**config.mk**
```make
export PLATFORM = sky130hd
export DESIGN_NAME = smax_reduce
export DESIGN_NICKNAME = d
export VERILOG_FILES = /design/src/rtl/smax_reduce.sv
export SDC_FILE = /design/constraint.sdc
export NUM_CORES = 1
export LEC_CHECK = 0
export CORE_ASPECT_RATIO = 0.5
export CORE_MARGIN = 5
export CORE_UTILIZATION = 40
export DETAILED_ROUTE_END_ITERATION = 8
export PLACE_DENSITY = 0.68
export SYNTH_ARGS = -nofsm -noshare
export SYNTH_HDL_FRONTEND = slang
export SYNTH_SLANG_ARGS = --single-unit
```
**constraint.sdc**
```tcl
create_clock -name clk -period 3.97 [get_ports clk]
set_clock_uncertainty 0.2 [all_clocks]
set_input_delay 0.5955 -clock clk [delete_from_list [all_inputs] [get_ports clk]]
set_output_delay 0.5955 -clock clk [all_outputs]
set_load 0.01 [all_outputs]
```
**src/rtl/smax_reduce.sv**
```systemverilog
// Streaming signed-maximum reducer: collects up to FRAME elements, then presents
// the frame maximum, its first index and the element count until consumed.
//
// state | meaning
// ACCUM | collecting input beats, in_ready high
// HOLD  | result presented on out_*, waiting for out_ready
module smax_reduce #(
    parameter  int WIDTH = 16,
    parameter  int FRAME = 8,
    localparam int IDX_W = $clog2(FRAME),
    localparam int CNT_W = $clog2(FRAME + 1)
) (
    input  logic             clk,
    input  logic             rst_n,
    input  logic             in_valid,
    output logic             in_ready,
    input  logic [WIDTH-1:0] in_data,
    input  logic             in_last,
    output logic             out_valid,
    input  logic             out_ready,
    output logic [WIDTH-1:0] out_max,
    output logic [IDX_W-1:0] out_idx,
    output logic [CNT_W-1:0] out_count
);

    typedef enum logic {
        ACCUM = 1'b0,
        HOLD  = 1'b1
    } state_t;

    state_t           state_q, state_d;
    logic [CNT_W-1:0] cnt_q, cnt_d;
    logic [WIDTH-1:0] max_q, max_d;
    logic [IDX_W-1:0] idx_q, idx_d;
    logic [CNT_W-1:0] count_q, count_d;

    logic accept;
    logic take;
    logic last_beat;

    always_ff @(posedge clk or negedge rst_n) begin
        if (!rst_n) begin
            state_q <= ACCUM;
            cnt_q   <= '0;
            max_q   <= '0;
            idx_q   <= '0;
            count_q <= '0;
        end else begin
            state_q <= state_d;
            cnt_q   <= cnt_d;
            max_q   <= max_d;
            idx_q   <= idx_d;
            count_q <= count_d;
        end
    end

    always_comb begin
        state_d   = state_q;
        cnt_d     = cnt_q;
        max_d     = max_q;
        idx_d     = idx_q;
        count_d   = count_q;
        in_ready  = 1'b0;
        out_valid = 1'b0;
        accept    = 1'b0;
        // Strict greater-than keeps the earliest index on ties.
        take      = (cnt_q == '0) || ($signed(in_data) > $signed(max_q));
        last_beat = in_last || (cnt_q == CNT_W'(FRAME - 1));

        case (state_q)
            ACCUM: begin
                in_ready = 1'b1;
                accept   = in_valid;
                if (accept) begin
                    cnt_d = cnt_q + CNT_W'(1);
                    if (take) begin
                        max_d = in_data;
                        idx_d = cnt_q[IDX_W-1:0];
                    end
                    if (last_beat) begin
                        count_d = cnt_q + CNT_W'(1);
                        state_d = HOLD;
                    end
                end
            end
            HOLD: begin
                out_valid = 1'b1;
                if (out_ready) begin
                    cnt_d   = '0;
                    state_d = ACCUM;
                end
            end
            default: state_d = ACCUM;
        endcase
    end

    assign out_max   = max_q;
    assign out_idx   = idx_q;
    assign out_count = count_q;

endmodule

```
==> flow_summary.json, run 1 <==
{
  "final_common_cell": "clkdlybuf4s50_1",
  "synth_nets": 187,
  "synthDistinctLibCells": 26,
  "pin_count": 46,
  "port_buffers": 45,
  "syn2layout_area_growth_pct": 36.50,
  "final_nets": 239,
  "final_util_pct": 56.70,
  "cap_violations": 0,
  "seq_area_sq_um": 700.7,
  "rr_startpoint": "out_max[7]",
  "rsz0062_at_grt": "false",
  "cts.sinks": 28,
  "ctsResizeCount": 0,
  "drc": 0,
  "antenna_found_initial": 0,
  "ctsHtreeMaxLevel": 1,
  "post_cts_buffers": 0,
  "core_area_sq_um": 3904,
  "dp.final_hpwl_microns": 2661,
  "numCtsBuffers": 3,
  "slew_headroom_pct": 64.52,
  "min_from": "out_count[3]",
  "syn_area_per_cell_sq_um": 10.96,
  "ys_warn_count": 0,
  "dpl.cell_count": 249,
  "routed_wl_microns": 3324,
  "multi_input_area_sq_um": 822.0,
  "hold_path_class": "register to register",
  "dieArea_sq_um": 5504,
  "postSynthCellCount": 148,
  "leakagePower_uw": 0.001040,
  "grt_max_degree": 29,
  "period_minus_slack_ns": 3.033,
  "rows": 16,
  "arrival_ns": 3.01,
  "setup_viol_count_final": 0,
  "final_antenna_net_count": 0,
  "status": "completed",
  "grt_usage_pct": 12.93,
  "fmax_mhz": 329.7,
  "fp.dieH_microns": 55.02,
  "grt_pass1_vias": 1176,
  "clockBufferDepth": 2,
  "yosysSeqAreaShare_pct": 43.21,
  "clk_latency_ns": 0.28,
  "ir_worst_vdd_mv": 0.2252,
  "final_cell_mix": "clkdlybuf4s50_1 (45), dfrtp_1 (28), inv_1 (21)",
  "worst_pin_slew_ns": 0.5286,
  "end_kind": "register",
  "grt_pass1_wl_microns": 5464,
  "cts-root-buf": "clkbuf_8",
  "power_uw": 1545,
  "critPathKind": "input port to register",
  "dr_total_vias": 1217,
  "wire_per_inst_microns": 13.14,
  "crit_start": "in_data[15]",
  "holdBufCountCts": 0,
  "final.setup.tns_ns": 0,
  "final_cells": 253,
  "finalCritPeriodShare_pct": 76.39,
  "worstSetupStartpointType": "input port",
  "via_per_inst": 4.810,
  "firstDrtPassIters": 4,
  "required_ns": 3.95,
  "cellPowerDensity_nw_per_um2": 698.1,
  "routabilityCongestion": 0.7222,
  "hold_viol_final": 0,
  "initial_core_util_pct": 41.54,
  "tritoncts": "done",
  "diodes": 0,
  "synth-seq-cells": 28,
  "fillers": 364,
  "cp_max_fo": 10,
  "drive_gt1_share_pct": 15.08,
  "first_iter_violations": 22,
  "drv_slew": 0,
  "die_w_microns": 100.0,
  "hold_ws_ns": 0.2879,
  "overflow": 0,
  "syn-cell-area_sq_um": 1622,
  "clk_pin_slew_worst_paths_ns": 0.10
}
==> power by group <==
part / internal, uW / switching [uW] / leakage [uW]
clock: 135 / 95.1 / 0.0000357
combinational: 476 / 330 / 0.000662
sequential: 408 / 101 / 0.000343
total: 1020 / 526 / 0.00104
==> cell usage after synthesis <==
| cell | count | area [sq um] |
|---|---|---|
| dfrtp_1 | 28 | 700.7 |
| inv_1 | 21 | 78.83 |
| ha_1 | 18 | 225.2 |
| nand2_1 | 16 | 60.06 |
| o21ai_0 | 12 | 60.06 |
| mux2_4 | 10 | 150.1 |
| mux2_2 | 9 | 101.4 |
| a21oi_1 | 8 | 40.04 |
| nor2_1 | 4 | 15.01 |
| nand4_1 | 3 | 18.77 |
| nand2b_1 | 2 | 12.51 |
| nor3_1 | 2 | 10.01 |
| xnor2_1 | 2 | 17.52 |
| a211oi_1 | 1 | 7.510 |
| a21o_1 | 1 | 7.510 |
| a21oi_4 | 1 | 16.27 |
| a22o_1 | 1 | 8.760 |
| a31oi_2 | 1 | 12.51 |
| and2b_2 | 1 | 8.760 |
| and3_1 | 1 | 6.260 |
| buf_12 | 1 | 20.02 |
| o21ai_1 | 1 | 5.000 |
| o221ai_1 | 1 | 8.760 |
| o221ai_2 | 1 | 15.01 |
| or2b_1 | 1 | 7.510 |
| or4_1 | 1 | 7.510 |
==> per-stage QoR <==
stage / area (sq um) / setup WS [ns]
after floorplan: 1622 / 1.127
final: 2213 / 0.9372
after detailed placement: 2142 / 0.5968
after CTS: 2213 / 0.9058
after global placement: 2142 / 0.6754
after global routing: 2213 / 0.7942
==> final timing paths <==
check / to / slack, ns / depth (start not counted)
max: out_max[0] / 0.94 / 9
min: out_count[3] / 0.29 / 2
max reg2reg: out_max[0] / 1.27 / 9
min reg2reg: out_count[3] / 0.29 / 2
max in group asynchronous: out_max[7] / 2.83 / 2
min in group asynchronous: cnt_q[3] / 0.48 / 2
==> worst max-delay path: stages <==
cell and delay (ns):
clkdlybuf4s50_1 0.43, ha_1 0.33, nand4_1 0.17, or4_1 0.51, o221ai_2 0.16, a31oi_2 0.09, a21oi_4 0.15, buf_4 0.21
mux2_2 0.35
==> final cells by class <==
type	instances	share of cell area, %
clock buffers	3	1.865
clock inverters	1	1.357
flip-flops and latches	28	31.66
well taps	54	3.053
repair buffers	48	21.37
multi-input cells	98	37.14
inverters	21	3.561
==> logic make-up (layout without fill, tap and decap cells) <==
logic type / count (synthesis) / after routing / share of synthesized area (%)
AOI/OAI and AO/OA: 28 / 28 / 11.19
buffers and inverters: 22 / 73 / 6.096
muxes: 19 / 19 / 15.51
xor gates and xnor gates: 2 / 2 / 1.080
adders and majority gates: 18 / 18 / 13.89
DFF: 28 / 28 / 43.21
and+or+nand+nor: 31 / 31 / 9.028
==> layer usage <==
| layer | vias up | part of all wire (%) | wire length [microns] | GRT usage, % |
|---|---|---|---|---|
| li1 | 612 | - | - | - |
| met1 | 578 | 48 | 1581 | 16.90 |
| met2 | 21 | 47 | 1567 | 21.41 |
| met3 | 6 | 3.7 | 122 | 2.753 |
| met4 | 0 | 1.6 | 53 | 5.369 |
| met5 | - | 0 | 0 | 0 |
==> registers in the layout (all words and copies together), names as in the netlist <==
| signal | count |
|---|---|
| cnt_q | 4 |
| out_count | 4 |
| out_idx | 3 |
| out_max | 16 |
| state_q | 1 |
No activity file was read; power rests on OpenSTA's default activity.
==> inputs of run 2 (changes only) <==
--- a/config.mk
+++ b/config.mk
@@ -9,7 +9,7 @@
 export CORE_MARGIN = 5
 export CORE_UTILIZATION = 40
 export DETAILED_ROUTE_END_ITERATION = 8
-export PLACE_DENSITY = 0.68
+export PLACE_DENSITY = 0.71
 export SYNTH_ARGS = -nofsm -noshare
 export SYNTH_HDL_FRONTEND = slang
 export SYNTH_SLANG_ARGS = --single-unit
==> constraint.sdc (replaced) <==
create_clock -name clk -period 2.7 [get_ports clk]
set_clock_uncertainty 0.2 [all_clocks]
set_input_delay 0.405 -clock clk [delete_from_list [all_inputs] [get_ports clk]]
set_output_delay 0.405 -clock clk [all_outputs]
set_load 0.01 [all_outputs]
==> flow_summary.json, run 2 (synthesized netlist as in run 1, its figures left out) <==
{
  "status": "completed",
  "clockBufferDepth": 2,
  "grt_max_degree": 29,
  "max_stage_delay_ns": 0.58,
  "multi_input_area_sq_um": 884.6,
  "leakagePower_uw": 0.001184,
  "dp_slack_ns": -0.3716,
  "dr_total_vias": 1308,
  "required_ns": 2.67,
  "ctsHtreeMaxLevel": 1,
  "pin_count": 46,
  "hold_path_class": "input port to async pin",
  "cp_slowest_cell": "or4_4",
  "initial_core_util_pct": 41.54,
  "rr_worst_depth": 9,
  "largest_reg_flops": 16,
  "arrival_ns": 2.64,
  "clk_pin_slew_worst_paths_ns": 0.10,
  "setup_viol_count_final": 0,
  "dieArea_sq_um": 5504,
  "grt_usage_pct": 15.19,
  "final_cell_mix": "clkdlybuf4s50_1 (31), dfrtp_1 (28), inv_1 (20), buf_4 (20)",
  "final_cells": 272,
  "hold_ws_ns": 0.2832,
  "drive_gt1_share_pct": 23.85,
  "overflow": 0,
  "place_area_sq_um": 2230,
  "ir_worst_vdd_mv": 0.3134,
  "grt_pass1_wl_microns": 6279,
  "cp_num_buf_inv": 2,
  "fillers": 322,
  "antenna_found_initial": 0,
  "rr_startpoint": "out_max[5]",
  "cp_max_fo": 4,
  "worst_pin_slew_ns": 0.5316,
  "fin_area_sq_um": 2409,
  "dpl.cell_count": 259,
  "routabilityCongestion": 0.7639,
  "setup_slack_ns": 0.03500,
  "numCtsBuffers": 3,
  "finalCritPeriodShare_pct": 98.70,
  "routed_wl_microns": 3909,
  "die_w_microns": 100.0,
  "drc": 0,
  "port_buffers": 45,
  "cap_violations": 0,
  "period_minus_slack_ns": 2.665,
  "cp_cell_sequence": "inv_1 > ha_1 > nand4_1 > or4_4 > o221ai_4 > a31oi_4 > a21oi_4 > buf_4 > mux2_2",
  "final_common_cell": "clkdlybuf4s50_1",
  "dp.final_hpwl_microns": 2859,
  "critPathKind": "register to register",
  "cts.sinks": 28,
  "rrSetupSlack_ns": 0.03,
  "worstSetupStartpointType": "register",
  "hold_viol_final": 0,
  "cts-root-buf": "clkbuf_8",
  "final_nets": 258,
  "end_kind": "register",
  "rows": 16,
  "final.setup.tns_ns": 0,
  "first_iter_violations": 27,
  "slew_headroom_pct": 64.32,
  "holdBufCountCts": 0,
  "drv_slew": 0,
  "grt_pass1_vias": 1329,
  "tritoncts": "done",
  "via_per_inst": 4.809,
  "fp.dieH_microns": 55.02,
  "final_antenna_net_count": 0,
  "diodes": 0,
  "r2r_end": "out_max[1]",
  "rsz0062_at_grt": "true",
  "firstDrtPassIters": 4,
  "seq_area_sq_um": 700.7,
  "clk_latency_ns": 0.28,
  "crit_family": "simple AND/OR/NAND/NOR gates",
  "core_area_sq_um": 3904,
  "cellPowerDensity_nw_per_um2": 1067,
  "fmax_mhz": 375.2,
  "syn2layout_area_growth_pct": 48.53,
  "wire_per_inst_microns": 14.37
}
run 2: how the worst max path moves through the flow:
| stage | from | end | cells after the start |
|---|---|---|---|
| final | out_max[5] | out_max[1] | 9 |
| after global routing | out_max[5] | out_max[12] | 9 |
| after CTS | out_max[15] | out_idx[1] | 10 |
| after detailed placement | in_data[7] | out_max[2] | 9 |
| after global placement | in_data[7] | out_max[3] | 9 |
| after floorplan | out_max[7] | out_max[10] | 9 |
run 2: power by group:
part | internal [uW] | total, uW | leakage (uW) | switching, uW
Clock | 199 | 334 | 0.0000357 | 135
Sequential | 600 | 751 | 0.000343 | 151
Combinational | 891 | 1480 | 0.000806 | 593
Total | 1690 | 2570 | 0.00118 | 879
run 2: metal layers:
layer  vias up  share of wire [%]  track usage [%]  wire length, microns
met3         4                3.4            3.254                   133
met2        26                 51            28.04                  1989
met4         0                1.1            6.040                    44
met5         -                  0                0                     0
li1        647                  -                -                     -
met1       631                 45            17.93                  1743
run 2: area by class of cell:
| type | instances | area share [%] |
|---|---|---|
| tap | 54 | 2.805 |
| sequential | 28 | 29.09 |
| multi-input combinational | 98 | 36.73 |
| clock buffer | 3 | 1.714 |
| clock inverter | 1 | 1.247 |
| timing repair buffer | 67 | 25.14 |
| inverter | 21 | 3.273 |
run 2: through the flow:
stage               total power (uW)  util, %
floorplan                       1448        -
global route                    2750    61.70
global placement                2029    57.12
finish                          2569    61.70
detailed placement              2073    57.12
CTS                             2577    61.73
run 2: timing repair:
item                       CTS  global route
setup endpoints to repair   18            18
resized for setup           20            10
setup buffers               10             1
pin swaps                   16             4
cloned                       1             0
